### src/rtl/pipe_stage_skid_pkg.sv
// Shared types for the generic pipeline stage: state encoding, NOP constant, stage bundles.
// Latency: n/a (types only).
// Backpressure: n/a (types only).
package pipe_pkg;

    // The encoding doubles as the occupancy count (0/1/2 entries held).
    typedef enum logic [1:0] {
        ST_EMPTY = 2'd0,
        ST_ONE   = 2'd1,
        ST_TWO   = 2'd2
    } stage_state_e;

    localparam logic [31:0] NOP_INSTR = 32'h0000_0000;

    // The instruction sits in the low bits, so an all-zero bubble reads as a NOP.
    typedef struct packed {
        logic [31:0] pc;
        logic [31:0] pcplus4;
        logic [31:0] instr;
    } fd_bundle_t;

    typedef struct packed {
        logic       reg_write;
        logic [1:0] result_src;
        logic       mem_write;
        logic       jump;
        logic       branch;
        logic [2:0] alu_ctrl;
        logic       alu_src;
        logic [1:0] imm_src;
    } ctrl_t;

    typedef struct packed {
        ctrl_t      ctrl;
        fd_bundle_t fd;
    } de_bundle_t;

    localparam int FD_W = $bits(fd_bundle_t);
    localparam int DE_W = $bits(de_bundle_t);

    function automatic logic [1:0] occ_of(stage_state_e st);
        return 2'(st);
    endfunction

endpackage

### src/rtl/pipe_stage_skid_if.sv
// Valid/ready payload channel between two pipeline stages.
// Latency: n/a (wires only).
// Backpressure: transfer happens when valid & ready; master holds data while valid & !ready.
//   master: drives valid, data; samples ready
//   slave : samples valid, data; drives ready
interface pipe_stage_skid_if
    import pipe_pkg::*;
#(
    parameter int DATA_W = FD_W
);
    logic              valid;
    logic              ready;
    logic [DATA_W-1:0] data;

    modport master (output valid, output data, input ready);
    modport slave  (input valid, input data, output ready);
endinterface

### src/rtl/pipe_stage_skid_sat_counter.sv
// Saturating event counter: counts cycles with inc high, sticks at all-ones.
// Latency: q reflects an increment one cycle after inc.
// Backpressure: none.
//   ports: clk, rst_n (async active-low), inc, q[CNT_W-1:0]
module pipe_sat_counter #(
    parameter int CNT_W = 16
) (
    input  logic             clk,
    input  logic             rst_n,
    input  logic             inc,
    output logic [CNT_W-1:0] q
);

    always_ff @(posedge clk or negedge rst_n) begin
        if (!rst_n) begin
            q <= '0;
        end else if (inc && (q != {CNT_W{1'b1}})) begin
            q <= q + 1'b1;
        end
    end

endmodule

### src/rtl/pipe_stage_skid.sv
// Generic pipeline stage register with valid/ready handshake, sync flush and optional 2-entry skid.
// Latency: 1 cycle in to out. SKID=1: in_ready is a flop (low only when both entries are full);
// SKID=0: single entry, in_ready = !out_valid | out_ready. Perf counters only with PIPE_STAGE_PERF_CNT_EN.
//   ports: clk, rst_n, flush_i, up (slave: in_valid/in_ready/in_data), dn (master: out_valid/out_ready/out_data),
//          occupancy[1:0], stall_cnt, flush_cnt
module pipe_stage_skid
    import pipe_pkg::*;
#(
    parameter int                DATA_W     = FD_W,
    parameter logic [DATA_W-1:0] BUBBLE_VAL = '0,
    parameter int                SKID       = 1,
    parameter int                CNT_W      = 16
) (
    input  logic               clk,
    input  logic               rst_n,
    input  logic               flush_i,
    pipe_stage_skid_if.slave   up,
    pipe_stage_skid_if.master  dn,
    output logic [1:0]         occupancy,
    output logic [CNT_W-1:0]   stall_cnt,
    output logic [CNT_W-1:0]   flush_cnt
);

    stage_state_e      state_q, state_d;
    logic [DATA_W-1:0] main_q, main_d;
    logic [DATA_W-1:0] skid_q, skid_d;
    logic              out_valid;
    logic              in_fire;
    logic              out_fire;

    assign out_valid = (state_q != ST_EMPTY);
    assign in_fire   = up.valid & up.ready;
    assign out_fire  = out_valid & dn.ready;

    generate
        if (SKID != 0) begin : g_skid
            // Registered ready: computed from next state so it never sees out_ready combinationally.
            logic rdy_q;
            always_ff @(posedge clk or negedge rst_n) begin
                if (!rst_n) begin
                    rdy_q <= 1'b1;
                end else begin
                    rdy_q <= (state_d != ST_TWO);
                end
            end
            assign up.ready = rdy_q;
        end else begin : g_noskid
            assign up.ready = !out_valid | dn.ready;
        end
    endgenerate

    always_comb begin
        state_d = state_q;
        main_d  = main_q;
        skid_d  = skid_q;
        if (flush_i) begin
            // A coincident in_fire is dropped here; a coincident out_fire has already
            // been taken by downstream this cycle.
            state_d = ST_EMPTY;
            main_d  = BUBBLE_VAL;
            skid_d  = BUBBLE_VAL;
        end else begin
            case (state_q)
                ST_EMPTY: begin
                    if (in_fire) begin
                        state_d = ST_ONE;
                        main_d  = up.data;
                    end
                end
                ST_ONE: begin
                    if (in_fire && out_fire) begin
                        main_d = up.data;
                    end else if (in_fire) begin
                        // Downstream stalled: park the newcomer behind the head. Without the
                        // skid buffer in_ready equals out_ready here, so this is unreachable.
                        state_d = ST_TWO;
                        skid_d  = up.data;
                    end else if (out_fire) begin
                        state_d = ST_EMPTY;
                        main_d  = BUBBLE_VAL;
                    end
                end
                ST_TWO: begin
                    if (out_fire) begin
                        state_d = ST_ONE;
                        main_d  = skid_q;
                        skid_d  = BUBBLE_VAL;
                    end
                end
                default: begin
                    state_d = ST_EMPTY;
                    main_d  = BUBBLE_VAL;
                    skid_d  = BUBBLE_VAL;
                end
            endcase
        end
    end

    always_ff @(posedge clk or negedge rst_n) begin
        if (!rst_n) begin
            state_q <= ST_EMPTY;
            main_q  <= BUBBLE_VAL;
            skid_q  <= BUBBLE_VAL;
        end else begin
            state_q <= state_d;
            main_q  <= main_d;
            skid_q  <= skid_d;
        end
    end

    assign dn.valid  = out_valid;
    assign dn.data   = main_q;
    assign occupancy = occ_of(state_q);

`ifdef PIPE_STAGE_PERF_CNT_EN
    pipe_sat_counter #(.CNT_W(CNT_W)) u_stall_cnt (
        .clk   (clk),
        .rst_n (rst_n),
        .inc   (out_valid & ~dn.ready),
        .q     (stall_cnt)
    );

    // Only flushes that actually discard something are counted.
    pipe_sat_counter #(.CNT_W(CNT_W)) u_flush_cnt (
        .clk   (clk),
        .rst_n (rst_n),
        .inc   (flush_i & out_valid),
        .q     (flush_cnt)
    );
`else
    assign stall_cnt = '0;
    assign flush_cnt = '0;
`endif

endmodule

### src/flat_wrapper.sv
// flat-port wrapper written by rule: the top's interface ports become plain ports
module pipe_stage_skid_flat import pipe_pkg::*;
#(
    parameter int                DATA_W     = FD_W,
    parameter logic [DATA_W-1:0] BUBBLE_VAL = '0,
    parameter int                SKID       = 1,
    parameter int                CNT_W      = 16
)
  (clk, rst_n, flush_i, occupancy, stall_cnt, flush_cnt, up_valid, up_data, up_ready, dn_valid, dn_data, dn_ready);
  pipe_stage_skid_if #(.DATA_W(DATA_W)) up_i ();
  pipe_stage_skid_if #(.DATA_W(DATA_W)) dn_i ();
  input  logic clk;
  input  logic rst_n;
  input  logic flush_i;
  output logic [1:0] occupancy;
  output logic [CNT_W-1:0] stall_cnt;
  output logic [CNT_W-1:0] flush_cnt;
  input wire logic [$bits(up_i.valid)-1:0] up_valid;
  input wire logic [$bits(up_i.data)-1:0] up_data;
  output wire logic [$bits(up_i.ready)-1:0] up_ready;
  output wire logic [$bits(dn_i.valid)-1:0] dn_valid;
  output wire logic [$bits(dn_i.data)-1:0] dn_data;
  input wire logic [$bits(dn_i.ready)-1:0] dn_ready;
  assign up_i.valid = up_valid;
  assign up_i.data = up_data;
  assign up_ready = up_i.ready;
  assign dn_valid = dn_i.valid;
  assign dn_data = dn_i.data;
  assign dn_i.ready = dn_ready;
  pipe_stage_skid #(.DATA_W(DATA_W), .BUBBLE_VAL(BUBBLE_VAL), .SKID(SKID), .CNT_W(CNT_W)) u_core (.clk(clk), .rst_n(rst_n), .flush_i(flush_i), .up(up_i), .dn(dn_i), .occupancy(occupancy), .stall_cnt(stall_cnt), .flush_cnt(flush_cnt));
endmodule
### config.mk
export PLATFORM = sky130hd
export DESIGN_NAME = pipe_stage_skid_flat
export DESIGN_NICKNAME = d
export VERILOG_FILES = /design/src/rtl/pipe_stage_skid_pkg.sv /design/src/rtl/pipe_stage_skid_if.sv /design/src/rtl/pipe_stage_skid_sat_counter.sv /design/src/rtl/pipe_stage_skid.sv /design/src/flat_wrapper.sv
export SDC_FILE = /design/constraint.sdc
export NUM_CORES = 1
export LEC_CHECK = 0
export BUFFER_PORTS_ARGS = -buffer_cell sky130_fd_sc_hd__buf_2
export CAP_MARGIN = 20
export CORE_MARGIN = 2
export CORE_UTILIZATION = 45
export DETAILED_ROUTE_END_ITERATION = 6
export HOLD_SLACK_MARGIN = 0.1
export PLACE_DENSITY = 0.68
export SLEW_MARGIN = 40
export SYNTH_ARGS = -nofsm -noshare
export SYNTH_HDL_FRONTEND = slang
export SYNTH_SLANG_ARGS = --single-unit
### constraint.sdc
create_clock -name clk -period 2.3 [get_ports clk]
set_input_delay 0.69 -clock clk [delete_from_list [all_inputs] [get_ports clk]]
set_output_delay 0.69 -clock clk [all_outputs]
set_load 0.05 [all_outputs]
==> results of run 1 <==
power by group:
group          total (mW)  switching, mW  internal, mW
Clock                2.97           1.40          1.57
Combinational        2.46           1.79         0.674
Sequential           3.85          0.163          3.69
Total                9.28           3.35          5.93
worst register-to-register path: stages (launching register included):
cell,delay [ps]
sky130_fd_sc_hd__dfrtp_4,450
sky130_fd_sc_hd__buf_4,220
sky130_fd_sc_hd__buf_4,290
sky130_fd_sc_hd__o22a_4,410
sky130_fd_sc_hd__buf_12,280
sky130_fd_sc_hd__nand3_1,130
sky130_fd_sc_hd__o21ai_0,100
cell usage after synthesis, types with 2 or more instances:
master / instances
sky130_fd_sc_hd__a21o_1: 2
sky130_fd_sc_hd__a21oi_1: 2
sky130_fd_sc_hd__a221oi_1: 25
sky130_fd_sc_hd__a221oi_2: 40
sky130_fd_sc_hd__a22o_1: 31
sky130_fd_sc_hd__buf_2: 35
sky130_fd_sc_hd__buf_4: 44
sky130_fd_sc_hd__buf_6: 16
sky130_fd_sc_hd__clkbuf_1: 33
sky130_fd_sc_hd__dfrtp_1: 194
sky130_fd_sc_hd__mux2_2: 65
sky130_fd_sc_hd__mux2i_1: 31
sky130_fd_sc_hd__nand2_1: 3
sky130_fd_sc_hd__nand2b_1: 97
sky130_fd_sc_hd__nand3_1: 97
sky130_fd_sc_hd__nand3b_1: 2
sky130_fd_sc_hd__nor2_1: 133
sky130_fd_sc_hd__o21ai_0: 80
sky130_fd_sc_hd__o21ai_1: 16
sky130_fd_sc_hd__o2bb2ai_1: 31
cells in the final DEF, fill, tap and decap left out, types with 3 or more instances in the layout:
master	Yosys	routed
sky130_fd_sc_hd__dfrtp_1	194	192
sky130_fd_sc_hd__buf_12	0	17
sky130_fd_sc_hd__buf_4	44	19
sky130_fd_sc_hd__o21ai_0	80	80
sky130_fd_sc_hd__inv_6	0	5
sky130_fd_sc_hd__mux2i_1	31	31
sky130_fd_sc_hd__nor2_1	133	131
sky130_fd_sc_hd__conb_1	1	32
sky130_fd_sc_hd__nand2b_1	97	97
sky130_fd_sc_hd__mux2_2	65	65
sky130_fd_sc_hd__clkbuf_16	0	17
sky130_fd_sc_hd__clkbuf_8	0	3
sky130_fd_sc_hd__o2bb2ai_1	31	31
sky130_fd_sc_hd__a22o_1	31	31
sky130_fd_sc_hd__a221oi_1	25	25
sky130_fd_sc_hd__nand3_1	97	97
sky130_fd_sc_hd__clkinvlp_4	0	4
sky130_fd_sc_hd__diode_2	0	3
sky130_fd_sc_hd__nand2_1	3	3
sky130_fd_sc_hd__a221oi_2	40	40
sky130_fd_sc_hd__o21ai_1	16	16
sky130_fd_sc_hd__buf_2	35	199
timing repair:
item                       4_1_cts  5_1_grt
setup buffers                    2        0
gates resized for setup          0        1
hold buffers                     0        0
setup endpoints to repair        2        1
pin swaps                        0        0
state kept, by name, summed over array words and instances (netlist names):
register / count
u_core.skid_q: 96
u_core.dn.data: 96
u_core.occupancy: 2
u_core.up.ready: 1
how the worst min path moves through the flow:
| stage | endpoint | slack (ps) | depth (start not counted) |
|---|---|---|---|
| global route | u_core.dn.data[73] | 260 | 1 |
| CTS | u_core.dn.data[54] | 250 | 1 |
| finish | u_core.dn.data[73] | 250 | 1 |
| global placement | u_core.dn.data[74] | 480 | 1 |
| floorplan | u_core.dn.data[0] | 390 | 0 |
| detailed placement | u_core.dn.data[51] | 490 | 1 |
logic make-up (layout without fill, tap and decap cells):
group / Yosys count / count (layout) / share of synthesized area
buffers and inverters: 129 / 268 / 0.0786
AO/OA/AOI/OAI: 232 / 232 / 0.184
flip-flops: 195 / 195 / 0.472
other: 1 / 35 / 0.000363
AND/OR/NAND/NOR: 338 / 338 / 0.164
multiplexers: 96 / 96 / 0.101
cell type report:
| type | count | share of cell area |
|---|---|---|
| Multi-Input combinational cell | 698 | 0.397 |
| Clock inverter | 13 | 0.0101 |
| Antenna cell | 3 | 0.000618 |
| Clock buffer | 19 | 0.0373 |
| Tap cell | 285 | 0.0294 |
| Timing Repair Buffer | 236 | 0.123 |
| Sequential cell | 195 | 0.402 |
per-layer routing:
layer / global-route usage / vias to the layer above / routed length [um]
met2: 0.365 / 223 / 13000
met4: 0.0507 / 4 / 321
met3: 0.0511 / 20 / 1360
met5: 0 / - / 24
met1: 0.314 / 4042 / 12500
li1: - / 3816 / -
through the flow:
stage	hold slack [ps]	worst slack, ps	std cells
floorplan	394	30.7	1022
global placement	485	240	1412
detailed placement	487	194	1412
CTS	255	28.8	1446
global route	260	47.7	1447
finish	252	98.9	1449
==> impl_results.html, run 1 <==
<table>
<tr><th>Metric</th><th>Value</th></tr>
<tr><th colspan="2">Outcome</th></tr>
<tr><td>Outcome</td><td>finished clean</td></tr>
<tr><th colspan="2">STA</th></tr>
<tr><td>Final setup viols</td><td>0</td></tr>
<tr><td>Count of final hold-check violations</td><td>0</td></tr>
<tr><td>Slew @ Worst Pin</td><td>between 500 and 600 ps</td></tr>
<tr><td>Setup tns final</td><td>0 ps</td></tr>
<tr><td>Ratio of final minimum period to clock period</td><td>0.957</td></tr>
<tr><td>Clk_skew</td><td>8.26 ps</td></tr>
<tr><td>Final Critical Period</td><td>2200 ps</td></tr>
<tr><td>Headroom to the max-slew limit</td><td>0.631</td></tr>
<tr><td>Maximum clock frequency</td><td>454 MHz</td></tr>
<tr><td>Final Max Slew Viols</td><td>0</td></tr>
<tr><td>Setup repair after global routing missed its margin</td><td>no</td></tr>
<tr><th colspan="2">Synthesis</th></tr>
<tr><td>Netlist area before placement</td><td>10,300 um2</td></tr>
<tr><td>Fraction of synthesized cell area taken by the top area cell type</td><td>0.469</td></tr>
<tr><td>Gate Count Post-Synth</td><td>991</td></tr>
<tr><td>Number of synthesized flops with an enable pin</td><td>0</td></tr>
<tr><td>Count of warnings emitted by yosys</td><td>0</td></tr>
<tr><td>Top_reg_cell synth</td><td>sky130_fd_sc_hd__dfrtp_1</td></tr>
<tr><td>Share of synthesized registers carrying an async set or reset</td><td>1.00</td></tr>
<tr><td>Number of library cell types mapped by synthesis</td><td>34</td></tr>
<tr><td>Register bit total from synthesis</td><td>195</td></tr>
<tr><td>Synthesized area per cell</td><td>roughly 10 um2</td></tr>
<tr><td>Top area cells in the synthesized netlist</td><td>sky130_fd_sc_hd__dfrtp_1, sky130_fd_sc_hd__mux2_2, sky130_fd_sc_hd__nand2b_1, sky130_fd_sc_hd__a221oi_2, sky130_fd_sc_hd__nor2_1</td></tr>
<tr><td>Sequential element share of the synthesized area</td><td>0.472</td></tr>
<tr><td>Cell type with the largest total area after synthesis</td><td>sky130_fd_sc_hd__dfrtp_1</td></tr>
<tr><th colspan="2">Critical path</th></tr>
<tr><td>Sequence of cells on the critical path</td><td>or2_2 -&gt; buf_2</td></tr>
<tr><td>Category of the worst setup path capture point</td><td>output port</td></tr>
<tr><td>Cell type group with the largest total delay on the critical path</td><td>flip-flops</td></tr>
<tr><td>R2R Setup Slk</td><td>330 ps</td></tr>
<tr><td>Crit path kind</td><td>reg -&gt; out</td></tr>
<tr><td>Worst reg2reg path startpoint</td><td>u_core.occupancy[1]</td></tr>
<tr><td>Capturing instance or port of the critical path</td><td>dn_valid</td></tr>
<tr><td>Data required time at the worst endpoint</td><td>1610 ps</td></tr>
<tr><td>Worst-path maximum fanout</td><td>9</td></tr>
<tr><td>Critical path launch point type</td><td>flop</td></tr>
<tr><td>Worst setup startpoint</td><td>u_core.occupancy[0]</td></tr>
<tr><td>Worst r2r path cells</td><td>6</td></tr>
<tr><td>Number of gates on the worst path with buffers counted</td><td>2</td></tr>
<tr><td>Endpoint of the worst register-to-register path</td><td>u_core.skid_q[15]</td></tr>
<tr><td>Combined buffer and inverter count along the critical path</td><td>1</td></tr>
<tr><td>Slowest CP cell</td><td>sky130_fd_sc_hd__dfrtp_2</td></tr>
<tr><td>CP arrival</td><td>1510 ps</td></tr>
<tr><td>Slowest stage delay, CP</td><td>around 500 ps</td></tr>
<tr><th colspan="2">Placement</th></tr>
<tr><td>Number of buffers added on ports</td><td>200</td></tr>
<tr><td>Detail Placement HPWL</td><td>16,900 um</td></tr>
<tr><td>Routability congestion estimate from global placement</td><td>about 0.76</td></tr>
<tr><td>Cell area reported after detailed placement</td><td>11,500 um2</td></tr>
<tr><th colspan="2">Pwr</th></tr>
<tr><td>Power density of the placed cells</td><td>between 700 and 800 nW/um2</td></tr>
<tr><td>Standby leakage power</td><td>around 5.4 nW</td></tr>
<tr><td>Total Power Consumption</td><td>9.28 mW</td></tr>
<tr><td>Maximum ir drop on the vdd rail</td><td>roughly 0.47 mV</td></tr>
<tr><th colspan="2">Clocking</th></tr>
<tr><td>TritonCTS clock tree</td><td>done</td></tr>
<tr><td>Clock sinks</td><td>slightly below 200</td></tr>
<tr><td>Number of clock buffers inserted by TritonCTS</td><td>17</td></tr>
<tr><td>Clock edge transition at the registers on the reported setup and hold paths</td><td>70 ps</td></tr>
<tr><td>Clock latency of the later-clocked register in the worst-skew pair</td><td>430 ps</td></tr>
<tr><td>Maximum level of the CTS H-tree</td><td>4</td></tr>
<tr><td>Root buffer cell</td><td>sky130_fd_sc_hd__clkbuf_16</td></tr>
<tr><td>Buffers from clock root to sink, at most</td><td>2</td></tr>
<tr><th colspan="2">Routing</th></tr>
<tr><td>Total DRC errors in the routed layout</td><td>0</td></tr>
<tr><td>Total Routed Length</td><td>between 20,000 and 30,000 um</td></tr>
<tr><td>Post-detailed-route wirelength per cell</td><td>~19 um</td></tr>
<tr><td>Routed via count</td><td>8,105</td></tr>
<tr><td>Average via count per standard cell</td><td>5.59</td></tr>
<tr><td>Pre-Repair DR Iteration Count</td><td>5</td></tr>
<tr><td>Drt initial violations</td><td>520</td></tr>
<tr><td>Count of antenna-violating nets left after detailed routing</td><td>0</td></tr>
<tr><th colspan="2">Floorplan</th></tr>
<tr><td>Starting Density</td><td>0.458</td></tr>
<tr><td>Height of the die</td><td>156 um</td></tr>
<tr><td>Floorplan Core Area</td><td>22,600 um2</td></tr>
<tr><td>Width of the chip</td><td>156 um</td></tr>
<tr><td>Area enclosed by the die boundary</td><td>between 20,000 and 25,000 um2</td></tr>
<tr><td>Number of ports placed on the die boundary</td><td>about 230</td></tr>
<tr><td>Placement row count</td><td>55</td></tr>
<tr><th colspan="2">Global route</th></tr>
<tr><td>Combined global-route utilization of all metal layers</td><td>0.226</td></tr>
<tr><td>Vias in the first global route</td><td>8,023</td></tr>
<tr><td>Wire length of the first global-routing pass</td><td>43,400 um</td></tr>
<tr><td>Pin count of the biggest net entering global routing</td><td>72</td></tr>
<tr><td>Leftover overflow at the end of global routing</td><td>0</td></tr>
<tr><td>Initial antenna violation count</td><td>4</td></tr>
<tr><th colspan="2">Layout</th></tr>
<tr><td>Multi-input combinational cell area</td><td>about 4800 um2</td></tr>
<tr><td>Fill cells</td><td>2,015</td></tr>
<tr><td>Fraction of the core area covered by cells at the end of the flow</td><td>0.538</td></tr>
<tr><td>Nets</td><td>1,249</td></tr>
<tr><td>Share of cells above drive strength 1</td><td>0.333</td></tr>
<tr><td>FF+latch area</td><td>4890 um2</td></tr>
<tr><td>Final standard cell area without fillers</td><td>~12,000 um2</td></tr>
<tr><td>Area added between synthesis and finish</td><td>17.4%</td></tr>
<tr><th colspan="2">Min path</th></tr>
<tr><td>Worst Hold Class</td><td>in -&gt; async</td></tr>
<tr><th colspan="2">Job</th></tr>
<tr><td>Max-cap violations</td><td>0</td></tr>
</table>
No activity file was read; power rests on OpenSTA's default activity.
==> run 2, diff against run 1 <==
--- a/config.mk
+++ b/config.mk
@@ -11,8 +11,9 @@
 export CORE_UTILIZATION = 45
 export DETAILED_ROUTE_END_ITERATION = 6
 export HOLD_SLACK_MARGIN = 0.1
-export PLACE_DENSITY = 0.68
+export PLACE_DENSITY = 0.69
 export SLEW_MARGIN = 40
 export SYNTH_ARGS = -nofsm -noshare
 export SYNTH_HDL_FRONTEND = slang
+export SYNTH_HIERARCHICAL = 1
 export SYNTH_SLANG_ARGS = --single-unit
==> run 2 against run 1 <==
  * Core utilization fell by 0.25 points
  * Clock skew about the same
  * Power decreased by 1.1%
  * Global-route usage shrank 2.1 points
  * Flip-flop and latch count did not move
  * Critical path type unchanged
  * Synthesized cell count up 10%
==> impl_results.html, run 2 <==
<table>
<tr><th>Metric</th><th>Value</th></tr>
<tr><th colspan="2">Synthesis</th></tr>
<tr><td>Top area cells in the synthesized netlist</td><td>sky130_fd_sc_hd__dfrtp_1, sky130_fd_sc_hd__a21oi_1, sky130_fd_sc_hd__mux2i_1, sky130_fd_sc_hd__nor2_1, sky130_fd_sc_hd__nand2b_1</td></tr>
<tr><td>Top_reg_cell synth</td><td>sky130_fd_sc_hd__dfrtp_1</td></tr>
<tr><td>List of most frequent post-synthesis cells</td><td>sky130_fd_sc_hd__a21oi_1, sky130_fd_sc_hd__dfrtp_1, sky130_fd_sc_hd__nor2_1</td></tr>
<tr><td>Fraction of synthesized cell area taken by the top area cell type</td><td>0.489 (+0.0195)</td></tr>
<tr><td>Register bit total from synthesis</td><td>195 (unchanged)</td></tr>
<tr><td>Gate Count Post-Synth</td><td>1,094 (+10%)</td></tr>
<tr><td>Share of synthesized registers carrying an async set or reset</td><td>1.00 (unchanged)</td></tr>
<tr><td>Number of library cell types mapped by synthesis</td><td>28 (-18%)</td></tr>
<tr><td>Synthesized area per cell</td><td>9.08 um2 (-13%)</td></tr>
<tr><td>Netlist area before placement</td><td>9930 um2 (-4.0%)</td></tr>
<tr><td>Number of synthesized flops with an enable pin</td><td>0 (unchanged)</td></tr>
<tr><td>Cell type with the largest total area after synthesis</td><td>sky130_fd_sc_hd__dfrtp_1</td></tr>
<tr><td>Sequential element share of the synthesized area</td><td>0.491 (+0.0196)</td></tr>
<tr><td>Count of warnings emitted by yosys</td><td>6 (+6)</td></tr>
<tr><th colspan="2">Layout</th></tr>
<tr><td>Diodes inserted</td><td>0 (-3)</td></tr>
<tr><td>Final standard cell area without fillers</td><td>11,600 um2 (-4.1%)</td></tr>
<tr><td>Leading cell type in the layout, fill and taps excluded</td><td>sky130_fd_sc_hd__buf_2</td></tr>
<tr><td>Share of cells above drive strength 1</td><td>0.228 (-0.106)</td></tr>
<tr><td>Area added between synthesis and finish</td><td>17.3% (about the same)</td></tr>
<tr><td>Multi-input combinational cell area</td><td>4510 um2 (-6.5%)</td></tr>
<tr><td>FF+latch area</td><td>4880 um2 (about the same)</td></tr>
<tr><td>Fill cells</td><td>2,001 (-0.69%)</td></tr>
<tr><td>Nets</td><td>1,336 (+7.0%)</td></tr>
<tr><td>Top library cells by usage in the layout, fill and taps aside</td><td>sky130_fd_sc_hd__buf_2, sky130_fd_sc_hd__a21oi_1, sky130_fd_sc_hd__dfrtp_1</td></tr>
<tr><th colspan="2">Routing</th></tr>
<tr><td>Drt initial violations</td><td>463 (-11%)</td></tr>
<tr><td>Count of antenna-violating nets left after detailed routing</td><td>0 (unchanged)</td></tr>
<tr><td>Average via count per standard cell</td><td>5.33 (-4.7%)</td></tr>
<tr><td>Total DRC errors in the routed layout</td><td>0 (unchanged)</td></tr>
<tr><td>Total Routed Length</td><td>23,900 um (-12%)</td></tr>
<tr><td>Pre-Repair DR Iteration Count</td><td>5 (unchanged)</td></tr>
<tr><td>Routed via count</td><td>8,141 (+0.44%)</td></tr>
<tr><td>Post-detailed-route wirelength per cell</td><td>15.6 um (-17%)</td></tr>
<tr><th colspan="2">STA</th></tr>
<tr><td>Maximum clock frequency</td><td>457 MHz (+0.68%)</td></tr>
<tr><td>Slew @ Worst Pin</td><td>805 ps (+252 ps)</td></tr>
<tr><td>Setup tns final</td><td>0 ps (unchanged)</td></tr>
<tr><td>Clk_skew</td><td>8.03 ps (-0.230 ps)</td></tr>
<tr><td>Final Max Slew Viols</td><td>0 (unchanged)</td></tr>
<tr><td>Final Critical Period</td><td>2190 ps (-14.8 ps)</td></tr>
<tr><td>Count of final hold-check violations</td><td>0 (unchanged)</td></tr>
<tr><td>Setup repair after global routing missed its margin</td><td>no</td></tr>
<tr><td>Ratio of final minimum period to clock period</td><td>0.951 (-0.00642)</td></tr>
<tr><td>Headroom to the max-slew limit</td><td>0.464 (-0.168)</td></tr>
<tr><td>Final setup viols</td><td>0 (unchanged)</td></tr>
<tr><th colspan="2">Critical path</th></tr>
<tr><td>Worst reg2reg path startpoint</td><td>u_core/occupancy[1]</td></tr>
<tr><td>Worst r2r path cells</td><td>5 (-1)</td></tr>
<tr><td>Worst-path maximum fanout</td><td>10 (+1)</td></tr>
<tr><td>Data required time at the worst endpoint</td><td>1610 ps (about the same)</td></tr>
<tr><td>CP arrival</td><td>1500 ps (about the same)</td></tr>
<tr><td>Capturing instance or port of the critical path</td><td>dn_valid</td></tr>
<tr><td>Crit path kind</td><td>reg -&gt; out</td></tr>
<tr><td>R2R Setup Slk</td><td>400 ps (+70 ps)</td></tr>
<tr><td>Critical path launch point type</td><td>flop</td></tr>
<tr><td>Category of the worst setup path capture point</td><td>output port</td></tr>
<tr><td>Worst setup startpoint</td><td>u_core/occupancy[1]</td></tr>
<tr><td>Endpoint of the worst register-to-register path</td><td>u_core/dn.data[61]</td></tr>
<tr><th colspan="2">Global route</th></tr>
<tr><td>Leftover overflow at the end of global routing</td><td>0 (unchanged)</td></tr>
<tr><td>Vias in the first global route</td><td>7,555 (-5.8%)</td></tr>
<tr><td>Initial antenna violation count</td><td>2 (-2)</td></tr>
<tr><td>Wire length of the first global-routing pass</td><td>39,800 um (-8.5%)</td></tr>
<tr><td>Combined global-route utilization of all metal layers</td><td>0.205 (-0.0215)</td></tr>
<tr><td>Pin count of the biggest net entering global routing</td><td>107 (+49%)</td></tr>
<tr><th colspan="2">Clocking</th></tr>
<tr><td>TritonCTS clock tree</td><td>done</td></tr>
<tr><td>Clock latency of the later-clocked register in the worst-skew pair</td><td>430 ps (about the same)</td></tr>
<tr><td>Postcts setup bufs</td><td>0 (-2)</td></tr>
<tr><td>Cts hold-fix bufs</td><td>0 (unchanged)</td></tr>
<tr><td>Maximum level of the CTS H-tree</td><td>4 (unchanged)</td></tr>
<tr><td>Buffers from clock root to sink, at most</td><td>2 (unchanged)</td></tr>
<tr><td>Clock edge transition at the registers on the reported setup and hold paths</td><td>70 ps (about the same)</td></tr>
<tr><td>Post-cts resize count</td><td>0 (unchanged)</td></tr>
<tr><td>Clock sinks</td><td>195 (unchanged)</td></tr>
<tr><td>Number of clock buffers inserted by TritonCTS</td><td>17 (unchanged)</td></tr>
<tr><td>Root buffer cell</td><td>sky130_fd_sc_hd__clkbuf_16</td></tr>
<tr><th colspan="2">Floorplan</th></tr>
<tr><td>Height of the die</td><td>153 um (-2.0%)</td></tr>
<tr><td>Starting Density</td><td>0.456 (-0.00174)</td></tr>
<tr><td>Number of ports placed on the die boundary</td><td>233 (unchanged)</td></tr>
<tr><td>Area enclosed by the die boundary</td><td>23,300 um2 (-3.9%)</td></tr>
<tr><td>Placement row count</td><td>54 (-1.8%)</td></tr>
<tr><td>Floorplan Core Area</td><td>21,800 um2 (-3.6%)</td></tr>
<tr><td>Width of the chip</td><td>153 um (-2.0%)</td></tr>
<tr><th colspan="2">Pwr</th></tr>
<tr><td>Power density of the placed cells</td><td>788 nW/um2 (+3.0%)</td></tr>
<tr><td>Standby leakage power</td><td>5.22 nW (-4.1%)</td></tr>
<tr><td>Maximum ir drop on the vdd rail</td><td>0.469 mV (-0.17%)</td></tr>
<tr><th colspan="2">Placement</th></tr>
<tr><td>Routability congestion estimate from global placement</td><td>0.746 (-1.8%)</td></tr>
<tr><td>Detail Placement HPWL</td><td>14,800 um (-12%)</td></tr>
<tr><td>Number of buffers added on ports</td><td>200 (unchanged)</td></tr>
<tr><td>Cell area reported after detailed placement</td><td>11,100 um2 (-4.0%)</td></tr>
<tr><th colspan="2">Job</th></tr>
<tr><td>Max-cap violations</td><td>0 (unchanged)</td></tr>
<tr><th colspan="2">Outcome</th></tr>
<tr><td>Outcome</td><td>finished clean</td></tr>
<tr><th colspan="2">Min path</th></tr>
<tr><td>Worst Hold Class</td><td>in -&gt; async</td></tr>
</table>
-- run 2: through the flow --
stage                     setup WS [ps]  std cells  hold slack (ps)  power (mW)   util
after global placement              272       1496              501        6.30  0.509
after floorplan                    19.0       1125              394        5.68      -
after CTS                          92.1       1528              230        9.27  0.535
after global routing               71.3       1528              243        9.59  0.535
after detailed placement            236       1496              511        6.33  0.509
final                               114       1528              220        9.18  0.535
-- run 2: layer usage --
metal	up-vias	share of wire	track usage
li1	3963	-	-
met1	3923	0.49	0.310
met2	231	0.45	0.311
met3	20	0.054	0.0373
met4	4	0.0081	0.0428
met5	-	0.0011	0
-- run 2: how the worst min path moves through the flow --
stage	slack [ps]	depth (start not counted)	endpoint	start
after floorplan	390	0	u_core/dn.data[0]	rst_n
after global placement	500	2	u_core/dn.data[85]	u_core/dn.data[85]
after detailed placement	510	2	u_core/dn.data[63]	u_core/dn.data[63]
after CTS	230	1	u_core/dn.data[92]	rst_n
after global routing	240	1	u_core/dn.data[92]	rst_n
final	220	1	u_core/dn.data[92]	rst_n
-- run 2: cells by family after synthesis --
kind of cell           after synthesis  share of synthesized area
and+or+nand+nor                    376                      0.184
AOI/OAI and AO/OA                  295                      0.158
DFF                                195                      0.491
buffers and inverters              131                     0.0693
muxes                               96                     0.0968
other                                1                   0.000378
-- run 2: critical path, cell delays in order, from the launching register on --
cell	delay, ps
sky130_fd_sc_hd__dfrtp_4	550
sky130_fd_sc_hd__or2_2	310
sky130_fd_sc_hd__buf_2	210
-- run 2: final cells by class --
type,count,share of cell area
tap,280,0.0301
inverter,1,0.000322
timing repair buffer,221,0.114
clock inverter,15,0.0125
sequential,195,0.419
clock buffer,17,0.0365
multi-input combinational,799,0.387
-- run 2: power by group --
part	total (mW)	internal [mW]	switching (mW)
clock network	2.91	1.53	1.39
logic	2.39	0.579	1.81
registers	3.87	3.71	0.159
total	9.18	5.82	3.36
==> run 3, diff against run 2 <==
==> constraint.sdc (replaced) <==
create_clock -name clk -period 2.2 [get_ports clk]
set_input_delay 0.66 -clock clk [delete_from_list [all_inputs] [get_ports clk]]
set_output_delay 0.66 -clock clk [all_outputs]
set_load 0.05 [all_outputs]
==> run 3 against run 2 <==
  * Cell count up 0.33%
  * Routed wire length down 0.41%
  * Critical path depth unchanged
  * Sequential power up 5%
  * Power up 6.9%
  * Critical endpoint unchanged
  * Largest power group unchanged
==> impl_results.html, run 3 (synthesis results as in run 2) <==
<table>
<tr><th>Metric</th><th>Value</th></tr>
<tr><th colspan="2">Critical path</th></tr>
<tr><td>Crit path kind</td><td>reg -&gt; out</td></tr>
<tr><td>Worst-path maximum fanout</td><td>9 (-1)</td></tr>
<tr><td>Capturing instance or port of the critical path</td><td>dn_valid</td></tr>
<tr><td>Critical path launch point type</td><td>flop</td></tr>
<tr><td>Endpoint of the worst register-to-register path</td><td>u_core/dn.data[54]</td></tr>
<tr><td>CP arrival</td><td>1470 ps (-30 ps)</td></tr>
<tr><td>Worst setup startpoint</td><td>u_core/occupancy[1]</td></tr>
<tr><td>Worst reg2reg path startpoint</td><td>u_core/occupancy[1]</td></tr>
<tr><td>Worst r2r path cells</td><td>6 (+1)</td></tr>
<tr><td>R2R Setup Slk</td><td>290 ps (-110 ps)</td></tr>
<tr><td>Category of the worst setup path capture point</td><td>output port</td></tr>
<tr><td>Data required time at the worst endpoint</td><td>1540 ps (-70 ps)</td></tr>
<tr><th colspan="2">STA</th></tr>
<tr><td>Final setup viols</td><td>0 (unchanged)</td></tr>
<tr><td>Setup repair after global routing missed its margin</td><td>no</td></tr>
<tr><td>Final Critical Period</td><td>2130 ps</td></tr>
<tr><td>Clk_skew</td><td>10.2 ps (+2.15 ps)</td></tr>
<tr><td>Headroom to the max-slew limit</td><td>0.666 (+0.202)</td></tr>
<tr><td>Setup tns final</td><td>0 ps (unchanged)</td></tr>
<tr><td>Slew @ Worst Pin</td><td>494 ps (-310 ps)</td></tr>
<tr><td>Ratio of final minimum period to clock period</td><td>0.967</td></tr>
<tr><td>Maximum clock frequency</td><td>470 MHz</td></tr>
<tr><td>Count of final hold-check violations</td><td>0 (unchanged)</td></tr>
<tr><td>Final Max Slew Viols</td><td>0 (unchanged)</td></tr>
<tr><th colspan="2">Global route</th></tr>
<tr><td>Initial antenna violation count</td><td>1 (-1)</td></tr>
<tr><td>Combined global-route utilization of all metal layers</td><td>0.205 (+0.000431)</td></tr>
<tr><td>GR Layer Usage met1</td><td>0.302 (-0.00770)</td></tr>
<tr><td>Met2 Track Usage GR</td><td>0.314 (+0.00322)</td></tr>
<tr><td>Met3 capacity usage during global routing</td><td>0.0404 (+0.00313)</td></tr>
<tr><td>Wire length of the first global-routing pass</td><td>39,900 um (+0.24%)</td></tr>
<tr><td>Leftover overflow at the end of global routing</td><td>0 (unchanged)</td></tr>
<tr><td>Layer with the highest usage after global routing</td><td>met2</td></tr>
<tr><td>Pin count of the biggest net entering global routing</td><td>101 (-5.6%)</td></tr>
<tr><td>Vias in the first global route</td><td>7,821 (+3.5%)</td></tr>
<tr><th colspan="2">Job</th></tr>
<tr><td>Max-cap violations</td><td>0 (unchanged)</td></tr>
<tr><th colspan="2">Routing</th></tr>
<tr><td>Pre-Repair DR Iteration Count</td><td>4 (-1)</td></tr>
<tr><td>Drt initial violations</td><td>447 (-3.5%)</td></tr>
<tr><td>Total DRC errors in the routed layout</td><td>0 (unchanged)</td></tr>
<tr><td>Post-detailed-route wirelength per cell</td><td>15.5 um (-0.74%)</td></tr>
<tr><td>Routed via count</td><td>8,185 (+0.54%)</td></tr>
<tr><td>Count of antenna-violating nets left after detailed routing</td><td>0 (unchanged)</td></tr>
<tr><td>Total Routed Length</td><td>23,800 um (-0.41%)</td></tr>
<tr><td>Average via count per standard cell</td><td>5.34 (+0.21%)</td></tr>
<tr><th colspan="2">Floorplan</th></tr>
<tr><td>Height of the die</td><td>153 um (unchanged)</td></tr>
<tr><td>Starting Density</td><td>0.456 (unchanged)</td></tr>
<tr><td>Placement row count</td><td>54 (unchanged)</td></tr>
<tr><td>Floorplan Core Area</td><td>21,800 um2 (unchanged)</td></tr>
<tr><td>Number of ports placed on the die boundary</td><td>233 (unchanged)</td></tr>
<tr><td>Width of the chip</td><td>153 um (unchanged)</td></tr>
<tr><td>Area enclosed by the die boundary</td><td>23,300 um2 (unchanged)</td></tr>
<tr><th colspan="2">Pwr</th></tr>
<tr><td>Power Internal</td><td>6.28 mW (+8.0%)</td></tr>
<tr><td>Switching power</td><td>3.53 mW (+5.1%)</td></tr>
<tr><td>Standby leakage power</td><td>5.28 nW (+1.2%)</td></tr>
<tr><td>Proportion of total power due to net switching</td><td>0.360 (-0.00634)</td></tr>
<tr><td>Total Power Consumption</td><td>9.81 mW (+6.9%)</td></tr>
<tr><td>Part of the total power dissipated in the clock network</td><td>0.332 (+0.014)</td></tr>
<tr><td>Flop pwr share</td><td>0.413 (-0.009)</td></tr>
<tr><td>Comb power frac</td><td>0.255 (-0.005)</td></tr>
<tr><td>Maximum ir drop on the vdd rail</td><td>0.591 mV (+26%)</td></tr>
<tr><td>Power density of the placed cells</td><td>833 nW/um2 (+5.7%)</td></tr>
<tr><th colspan="2">Clocking</th></tr>
<tr><td>Clock edge transition at the registers on the reported setup and hold paths</td><td>70 ps (about the same)</td></tr>
<tr><td>TritonCTS clock tree</td><td>done</td></tr>
<tr><td>Number of clock buffers inserted by TritonCTS</td><td>17 (unchanged)</td></tr>
<tr><td>Buffers from clock root to sink, at most</td><td>2 (unchanged)</td></tr>
<tr><td>Clock sinks</td><td>195 (unchanged)</td></tr>
<tr><td>Post-cts resize count</td><td>0 (unchanged)</td></tr>
<tr><td>Root buffer cell</td><td>sky130_fd_sc_hd__clkbuf_16</td></tr>
<tr><td>Clock latency of the later-clocked register in the worst-skew pair</td><td>430 ps (about the same)</td></tr>
<tr><td>Maximum level of the CTS H-tree</td><td>4 (unchanged)</td></tr>
<tr><th colspan="2">Layout</th></tr>
<tr><td>Share of cells above drive strength 1</td><td>0.231 (+0.00308)</td></tr>
<tr><td>Nets</td><td>1,341 (+0.37%)</td></tr>
<tr><td>Top library cells by usage in the layout, fill and taps aside</td><td>sky130_fd_sc_hd__buf_2, sky130_fd_sc_hd__a21oi_1, sky130_fd_sc_hd__dfrtp_1</td></tr>
<tr><td>Fill cells</td><td>1,988 (-0.65%)</td></tr>
<tr><td>Multi-input combinational cell area</td><td>4510 um2 (unchanged)</td></tr>
<tr><td>Diodes inserted</td><td>0 (unchanged)</td></tr>
<tr><td>FF+latch area</td><td>4880 um2 (unchanged)</td></tr>
<tr><td>Area added between synthesis and finish</td><td>18.6%</td></tr>
<tr><td>Leading cell type in the layout, fill and taps excluded</td><td>sky130_fd_sc_hd__buf_2</td></tr>
<tr><th colspan="2">Placement</th></tr>
<tr><td>Number of buffers added on ports</td><td>200 (unchanged)</td></tr>
<tr><td>Routability congestion estimate from global placement</td><td>0.763 (+2.3%)</td></tr>
<tr><td>Detail Placement HPWL</td><td>14,500 um (-1.9%)</td></tr>
<tr><th colspan="2">Outcome</th></tr>
<tr><td>Outcome</td><td>finished clean</td></tr>
<tr><th colspan="2">Min path</th></tr>
<tr><td>Worst Hold Class</td><td>in -&gt; async</td></tr>
</table>
run 3: how the worst min path moves through the flow:
stage | slack (ps) | endpoint | start | depth (start not counted)
finish | 170 | u_core/skid_q[1] | rst_n | 1
global route | 180 | u_core/skid_q[88] | rst_n | 1
CTS | 170 | u_core/skid_q[1] | rst_n | 1
detailed placement | 510 | u_core/dn.data[66] | u_core/dn.data[66] | 2
global placement | 500 | u_core/dn.data[91] | u_core/dn.data[91] | 2
floorplan | 360 | u_core/dn.data[0] | rst_n | 0
run 3: critical path, stage by stage (launching register included):
cell and delay (ps):
sky130_fd_sc_hd__dfrtp_4 530, sky130_fd_sc_hd__or2_2 300, sky130_fd_sc_hd__buf_2 210
run 3: timing repair:
action	CTS	global route
endpoints found under the setup margin	0	1
setup buffers	0	4
hold buffers	0	0
run 3: area by class of cell:
| class | count | share of cell area |
|---|---|---|
| Clock buffer | 19 | 0.0384 |
| Clock inverter | 13 | 0.0138 |
| Inverter | 1 | 0.000319 |
| Multi-Input combinational cell | 799 | 0.383 |
| Sequential cell | 195 | 0.415 |
| Tap cell | 280 | 0.0297 |
| Timing Repair Buffer | 226 | 0.120 |
run 3: routing by layer:
layer | routed length (um) | part of all wire | vias up
met5 | 11 | 0.00046 | -
li1 | - | - | 3995
met1 | 11600 | 0.49 | 3951
met2 | 10700 | 0.45 | 212
met4 | 331 | 0.014 | 2
met3 | 1180 | 0.049 | 25
run 3: stage by stage:
| step | setup slack (ps) | instance area, um2 | hold slack (ps) | std cells | utilization |
|---|---|---|---|---|---|
| floorplan | 59.8 | 10000 | 364 | 1125 | - |
| global placement | 163 | 11100 | 501 | 1496 | 0.511 |
| detailed placement | 161 | 11100 | 510 | 1497 | 0.512 |
| CTS | 4.74 | 11800 | 172 | 1529 | 0.540 |
| global route | 31.6 | 11800 | 180 | 1533 | 0.541 |
| finish | 73.4 | 11800 | 166 | 1533 | 0.541 |
run 3: power groups by stage:
stage	clock [mW]	combinational [mW]	sequential [mW]
after floorplan	0	0.896	5.04
final	3.26	2.50	4.05
after global routing	3.48	2.68	4.09
after global placement	0	2.48	4.12
after CTS	3.33	2.52	4.05
after detailed placement	0	2.51	4.12
